### config.mk
export PLATFORM = sky130hd
export DESIGN_NAME = tv_sync_decoder
export DESIGN_NICKNAME = d
export VERILOG_FILES = /design/src/rtl/tv_sync_decoder.sv
export SDC_FILE = /design/constraint.sdc
export NUM_CORES = 1
export LEC_CHECK = 0
export ABC_CLOCK_PERIOD_IN_PS = 6200
export CORE_MARGIN = 4
export CORE_UTILIZATION = 55
export DETAILED_ROUTE_END_ITERATION = 6
export PLACE_DENSITY = 0.76
export SYNTH_ARGS = -nofsm -noshare
export SYNTH_HDL_FRONTEND = slang
export SYNTH_SLANG_ARGS = --single-unit
### constraint.sdc
create_clock -name clk -period 6.2 [get_ports clk]
set_input_delay 0.93 -clock clk [delete_from_list [all_inputs] [get_ports clk]]
set_output_delay 0.93 -clock clk [all_outputs]
set_load 0.02 [all_outputs]
### src/rtl/tv_sync_decoder.sv
// Composite sync decoder: separates hsync/vsync by low-run width, regenerates
// the raster position and emits visible pixels once timing is locked.
module tv_sync_decoder #(
  parameter int CLK_DIV     = 5,
  parameter int LINE_LEN    = 640,
  parameter int FRAME_LINES = 309,
  parameter int H_VIS       = 492,
  parameter int V_VIS       = 268,
  parameter int H_RISE      = 576,
  parameter int V_RISE_X    = 320,
  parameter int V_RISE_Y    = 272,
  parameter int HS_MIN      = 32,
  parameter int HS_MAX      = 63,
  parameter int VS_MIN      = 256,
  parameter int LOCK_LINES  = 4,
  parameter int TIMEOUT     = 2560
) (
  input  logic       clk,
  input  logic       rst,
  input  logic       sync_in_,
  input  logic       video_in,
  output logic       tick,
  output logic       hsync_evt,
  output logic       vsync_evt,
  output logic       locked,
  output logic       pix_valid,
  output logic       pix,
  output logic [9:0] xpos,
  output logic [8:0] ypos
);
  localparam int PW = (CLK_DIV > 1) ? $clog2(CLK_DIV) : 1;
  localparam int LW = $clog2(LOCK_LINES + 1);

  localparam logic [PW-1:0] PRE_LAST = PW'(CLK_DIV - 1);
  localparam logic [9:0]    X_LAST   = 10'(LINE_LEN - 1);
  localparam logic [9:0]    X_HRISE  = 10'(H_RISE);
  localparam logic [9:0]    X_VRISE  = 10'(V_RISE_X);
  localparam logic [9:0]    X_VIS    = 10'(H_VIS);
  localparam logic [8:0]    Y_LAST   = 9'(FRAME_LINES - 1);
  localparam logic [8:0]    Y_VRISE  = 9'(V_RISE_Y);
  localparam logic [8:0]    Y_VIS    = 9'(V_VIS);
  localparam logic [10:0]   RUN_SAT  = 11'h7ff;
  localparam logic [10:0]   R_HMIN   = 11'(HS_MIN);
  localparam logic [10:0]   R_HMAX   = 11'(HS_MAX);
  localparam logic [10:0]   R_VMIN   = 11'(VS_MIN);
  localparam logic [11:0]   T_LAST   = 12'(TIMEOUT - 1);
  localparam logic [11:0]   T_FULL   = 12'(TIMEOUT);
  localparam logic [LW-1:0] L_FULL   = LW'(LOCK_LINES);

  typedef struct packed {
    logic [9:0] x;
    logic [8:0] y;
  } pos_t;

  logic [PW-1:0] presc;
  logic [1:0]    sync_pipe, vid_pipe;
  logic          s_prev, seen_v, seen_n, lock_n;
  logic [10:0]   run, run_n;
  logic [11:0]   tcnt, tcnt_n;
  logic [LW-1:0] lcnt, lcnt_n;
  pos_t          pos, pred, pos_n;
  logic          tick_c, s_cur, v_cur, rise, is_h, is_v, pv_n;

  assign tick_c = (presc == PRE_LAST);
  assign s_cur  = sync_pipe[1];
  assign v_cur  = vid_pipe[1];
  assign rise   = ~s_prev & s_cur;
  assign is_h   = rise && (run >= R_HMIN) && (run <= R_HMAX);
  assign is_v   = rise && (run >= R_VMIN);
  assign xpos   = pos.x;
  assign ypos   = pos.y;

  // Next sample state: run length, position, lock and timeout tracking
  always_comb begin
    run_n  = run;
    tcnt_n = tcnt;
    lcnt_n = lcnt;
    seen_n = seen_v;
    lock_n = locked;
    pred   = pos;
    if (!s_cur)    run_n = (run == RUN_SAT) ? run : run + 11'd1;
    else if (rise) run_n = '0;
    if (pos.x == X_LAST) begin
      pred.x = '0;
      pred.y = (pos.y == Y_LAST) ? '0 : pos.y + 9'd1;
    end else begin
      pred.x = pos.x + 10'd1;
    end
    pos_n = pred;
    if (is_v) begin
      pos_n  = '{x: X_VRISE, y: Y_VRISE};
      seen_n = 1'b1;
      lcnt_n = '0;
      tcnt_n = '0;
    end else if (is_h) begin
      pos_n.x = X_HRISE;
      tcnt_n  = '0;
      if (pred.x == X_HRISE) begin
        if (seen_v) begin
          if (lcnt != L_FULL) lcnt_n = lcnt + LW'(1);
          if (lcnt_n == L_FULL) lock_n = 1'b1;
        end
      end else begin
        // hsync landed off the predicted column: realign, start over
        lock_n = 1'b0;
        lcnt_n = '0;
        seen_n = 1'b0;
      end
    end else if (tcnt >= T_LAST) begin
      tcnt_n = T_FULL;
      lock_n = 1'b0;
      lcnt_n = '0;
      seen_n = 1'b0;
    end else begin
      tcnt_n = tcnt + 12'd1;
    end
    pv_n = lock_n && (pos_n.x < X_VIS) && (pos_n.y < Y_VIS);
  end

  // Prescaler and two-flop input synchronizers, every clk
  always_ff @(posedge clk or posedge rst) begin
    if (rst) begin
      presc     <= '0;
      sync_pipe <= 2'b11;
      vid_pipe  <= 2'b00;
    end else begin
      presc     <= tick_c ? '0 : presc + PW'(1);
      sync_pipe <= {sync_pipe[0], sync_in_};
      vid_pipe  <= {vid_pipe[0], video_in};
    end
  end

  // Registered strobes: one clk wide, aligned with the evaluating tick
  always_ff @(posedge clk or posedge rst) begin
    if (rst) begin
      tick      <= 1'b0;
      hsync_evt <= 1'b0;
      vsync_evt <= 1'b0;
      pix_valid <= 1'b0;
      pix       <= 1'b0;
    end else begin
      tick      <= tick_c;
      hsync_evt <= tick_c & is_h;
      vsync_evt <= tick_c & is_v;
      pix_valid <= tick_c & pv_n;
      pix       <= tick_c & pv_n & v_cur;
    end
  end

  // Sample-rate state, advanced only on ticks
  always_ff @(posedge clk or posedge rst) begin
    if (rst) begin
      s_prev <= 1'b1;
      run    <= '0;
      tcnt   <= '0;
      lcnt   <= '0;
      seen_v <= 1'b0;
      locked <= 1'b0;
      pos    <= '0;
    end else if (tick_c) begin
      s_prev <= s_cur;
      run    <= run_n;
      tcnt   <= tcnt_n;
      lcnt   <= lcnt_n;
      seen_v <= seen_n;
      locked <= lock_n;
      pos    <= pos_n;
    end
  end
endmodule

-- After elaboration in Yosys (flattened, before gate mapping)
Index checks and enable logic that the tools add are counted.
- register bits: 60
- input bits: 4
- output and inout bits: 25
- logic and storage cells: 87
- add/sub/neg operators: 6
- $lt $le $gt $ge: 6
- equal/unequal tests: 11
- mux-type cells: 33
- bitwise gates (word level): 6
- reductions and logical operators: 9
- operators with widths (kind ; count):
    $mux W12 ; 3
    $mux W11 ; 3
    $mux W3 ; 11
    $mux W10 ; 3
    $mux W9 ; 3
    $eq A10 B10 Y1 const B ; 2
    $add A12 B1 Y12 const B ; 1
    $ge A12 B12 Y1 const B ; 1
    $add A11 B1 Y11 const B ; 1
    $eq A11 B11 Y1 const B ; 1
    $ge A11 B6 Y1 const B ; 1
    $ge A11 B9 Y1 const B ; 1
    $le A11 B6 Y1 const B ; 1
    $add A10 B1 Y10 const B ; 1
    $lt A10 B9 Y1 const B ; 1
    $mux W1 ; 10
    $add A9 B1 Y9 const B ; 1
    $eq A9 B9 Y1 const B ; 1
    $lt A9 B9 Y1 const B ; 1
    $reduce_and A3 Y1 ; 3
    $add A3 B1 Y3 const B ; 2
    $eq A3 B3 Y1 const B ; 2
    $ne A3 B3 Y1 const B ; 2
    $and A1 B1 Y1 ; 5
    6 further kinds ; 10

-- Logic depth before layout (Yosys ltp)
- depth in word-level cells: 16
- gate-level depth with buffers: 9

-- Worst setup path after synthesis
Ideal clock, no wire load.
- path kind: reg2reg
- start: reg pos (netlist bit xpos[0])
- end: reg pix
- arrival: 2.164 ns
- required time: 6.079 ns
- slack: 3.915 ns
- cell stages (with the launch flop): 8
- path buffers: 0
- clock period less this slack: 2.285 ns
- cells stage by stage: dfrtp_1 > ha_1 > nand4bb_4 > or4_1 > a21oi_1 > a21oi_1 > a32oi_1 > and4b_1
- word-level cells in the longest chain between the ends: 10
- ends and longest elaborated chain (element ; line ; RTL):
    start: declaration ; 61 ; pos_t pos, pred, pos_n;
    start signal: assignment ; 167 ; pos <= pos_n;
    parallel branches: the longest is 7 deep, another holds $add A10 B1 Y10 ; - ;
    $logic_and A1 B1 Y1 * ; 117 ; pv_n = lock_n && (pos_n.x < X_VIS) && (pos_n.y < Y_VIS);
    $and A1 B1 Y1 * (2 in a row) ; 146 ; pix <= tick_c & pv_n & v_cur;
    end signal: assignment ; 146 ;
    end: declaration ; 27 ; output logic pix,
Mark *: on every way between the ends.
A chain may end at the register's enable or synchronous reset.

-- Worst setup path in the final report
- start: reg presc[0]
- end: reg lcnt[1]
- word-level cells in the longest chain between the ends: 2
- ends and longest elaborated chain (element ; line ; RTL):
    start: declaration ; 55 ; logic [PW-1:0] presc;
    start signal: assignment ; 127 ; presc <= tick_c ? '0 : presc + PW'(1);
    $eq A3 B3 Y1 ; 64 ; assign tick_c = (presc == PRE_LAST);
    $reduce_and A3 Y1 (no source line) ; - ;
    end signal: assignment ; 164 ; lcnt <= lcnt_n;
    end: declaration ; 60 ; logic [LW-1:0] lcnt, lcnt_n;
No other way between the ends.

==> impl_metrics.yaml <==
routing:
  first_pass_iters: 5
  antenna_left: 0
  wire_per_inst_um: 15.6
  drt_iter0_drc: 266
  drc: 0
  wirelength_mm: 7.98
  vias: 3130
  avgViaCountPerCell: 6.13
timing:
  fin_crit_ns: 2.91
  skew_ns: 0.0103
  fmax_ghz: 0.343
  worst_slew_pin_slew_ns: 0.939
  whs_ns: 0.358
  tns_ns: 0
  slew_headroom_pct: 37.3
  finalHoldViolCount: 0
  drv_slew: 0
  rsz0062_at_grt: "false"
  fin_crit_sh_pct: 47.0
  setup_viol: 0
final_layout:
  antenna_cells: 0
  final_cell_mix: "dfrtp_1, nand2_1, nor2_1"
  drive_gt1_share_pct: 8.76
  layout_commonest_cell: "dfrtp_1"
  area_growth_pct: 14.8
  nets: 444
clock_tree:
  cts_tree: "yes"
  h-tree-depth: 3
  postCtsResizedCells: 0
  postCtsHoldBufs: 0
  cts_setup_buffers: 0
  clockRootBuffer: "clkbuf_8"
  worstSkewPairLatency_ns: 0.34
  clk_pin_slew_ns: 0.07
  cts_sinks: 60
  cts_buffers: 9
  cts_buffer_depth: 2
setup_path:
  max_stage_delay_ns: 0.77
  endpoint_kind: "register"
  crit_required_ns: 6.43
  critical_path_arrival_ns: 3.15
  r2r_slack_ns: 3.29
  timing.critical_path.mode_cell: "inv_1"
  critPathLaunchType: "register"
  path_class: "register to register"
  cp_slowest_cell: "inv_1"
  worstPathCellList: "inv_1 -> ha_1 -> nand2_1 -> inv_1 -> and2_1 -> o21ai_0 -> a21o_1"
  worstPathMaxFanout: 30
  r2r_cells: 7
yosys:
  seq_area_frac_synth_pct: 42.0
  synth-edff-count: 0
  async_flop_share_pct: 100
  synth.distinct_cells: 64
  synth_top_area_share_pct: 39.8
  netlist_top_cells_area: "dfrtp_1, nand2_1, o21ai_0"
  syn_avg_cell_area_um2: 8.81
  synth_area_mm2: 0.00359
  yosysWarnings: 0
  synth-main-ff-cell: "dfrtp_1"
  synthCells: 407
  syn_nets: 422
  yosys_register_bits: 60
  synth_top_area_cell: "dfrtp_1"
floorplan:
  start_util_pct: 56.5
  die_area_mm2: 0.00788
  num_rows: 29
  die_y_um: 88.7
  core_mm2: 0.00635
  io_pins: 29
  die_w_um: 88.7
grt:
  antenna_found_initial: 0
  groute.usage.overall_pct: 21.8
  grt_pass1_vias: 2897
  grt_overflow: 0
  grt_first_pass_wirelength_mm: 13.4
  grt_start_max_net_pins: 61
power:
  peakVddDrop_uv: 153
  power_uw: 836
  leakage_uw: 0.00175
  powerDensity_mw_per_mm2: 203
worst_hold_path:
  min_path_cells: 0
  hp-class: "register to register"
place:
  port_buffers: 28
  post-dp-hpwl_mm: 5.49
  place_congestion: 0.839
run_status:
  run_status: "completed"
job:
  maxCapViolCount: 0
-- worst max-delay path, delay by kind of cell (launching register included) --
kind / cells / cell delay [ns]
AND/OR/NAND/NOR: 2 / 1.05
buffers and inverters: 2 / 0.83
adder cells (fa/ha/maj): 1 / 0.16
AO/OA/AOI/OAI: 2 / 0.36
flip-flops: 1 / 0.40
-- stage by stage --
| stage | area, um2 | setup WS, ns | util, % | instances |
|---|---|---|---|---|
| 6_report | 4120 | 3.29 | 64.8 | 511 |
| 5_1_grt | 4120 | 2.94 | 64.8 | 511 |
| 4_1_cts | 4120 | 3.31 | 64.8 | 511 |
| 3_5_place_dp | 3880 | 3.31 | 61.1 | 495 |
| 3_3_place_gp | 3880 | 3.35 | 61.1 | 495 |
| 2_1_floorplan | 3590 | 3.79 | - | 407 |
-- layer usage --
layer	share of wire [%]	wire length, um	vias up	track usage, %
met5	0	0	-	0
met3	5.8	464	15	4.66
li1	-	-	1512	-
met4	2.3	184	0	10.3
met2	45	3610	128	32.0
met1	47	3720	1475	30.6
-- power by group --
part	switching (uW)	leakage [uW]	internal [uW]
sequential	5.94	0.000797	398
combinational	16.8	0.000831	8.31
clock	149	0.000122	258
total	172	0.00175	665
-- kinds of logic after synthesis --
| kind of cell | Yosys count | synth area share (%) |
|---|---|---|
| adders and majority gates | 11 | 3.84 |
| AOI/OAI and AO/OA | 94 | 16.6 |
| and+or+nand+nor | 184 | 27.6 |
| buffers and inverters | 37 | 4.50 |
| DFF | 60 | 42.0 |
| muxes | 6 | 1.81 |
| xor gates and xnor gates | 15 | 3.66 |
-- path summary, 6_finish.rpt --
check / start / to
worst max-delay path: presc[0] / lcnt[1]
worst min-delay path: sync_pipe[0] / sync_pipe[1]
worst max register to register: presc[0] / lcnt[1]
worst min register to register: sync_pipe[0] / sync_pipe[1]
max in group asynchronous: rst / xpos[8]
min in group asynchronous: rst / run[1]
-- cell usage after synthesis, drive strengths merged (3+ instances only) --
library cell   n
and2           3
a31oi          3
or3            3
clkbuf         8
nor2b          3
nor2          36
a21oi         21
dfrtp         57
and4           3
o22ai          3
nand2         51
inv           19
and3          10
ha            11
a21o           3
nand4         18
o211ai         3
buf           10
nand2b         4
xor2          14
o31ai         10
nor4           4
mux2           4
o21ai         33
dfstp          3
nor3          11
nor3b          5
o22a           3
nand3         24
-- flip-flops by register name, summed over array words and instances (netlist names) --
signal     cells
hsync_evt      1
lcnt           3
locked         1
pix            1
pix_valid      1
presc          3
run           11
s_prev         1
seen_v         1
sync_pipe      2
tcnt          12
tick           1
vid_pipe       2
vsync_evt      1
xpos          10
ypos           9
-- cell type report --
cell class | count | area [um2]
Multi-Input combinational cell | 310 | 1920
Inverter | 19 | 71.3
Clock buffer | 12 | 165
Fill cell | 511 | 2230
Clock inverter | 4 | 70.1
Tap cell | 77 | 96.3
Sequential cell | 60 | 1510
Timing Repair Buffer | 29 | 288
Power figures use the tool's default switching activity.
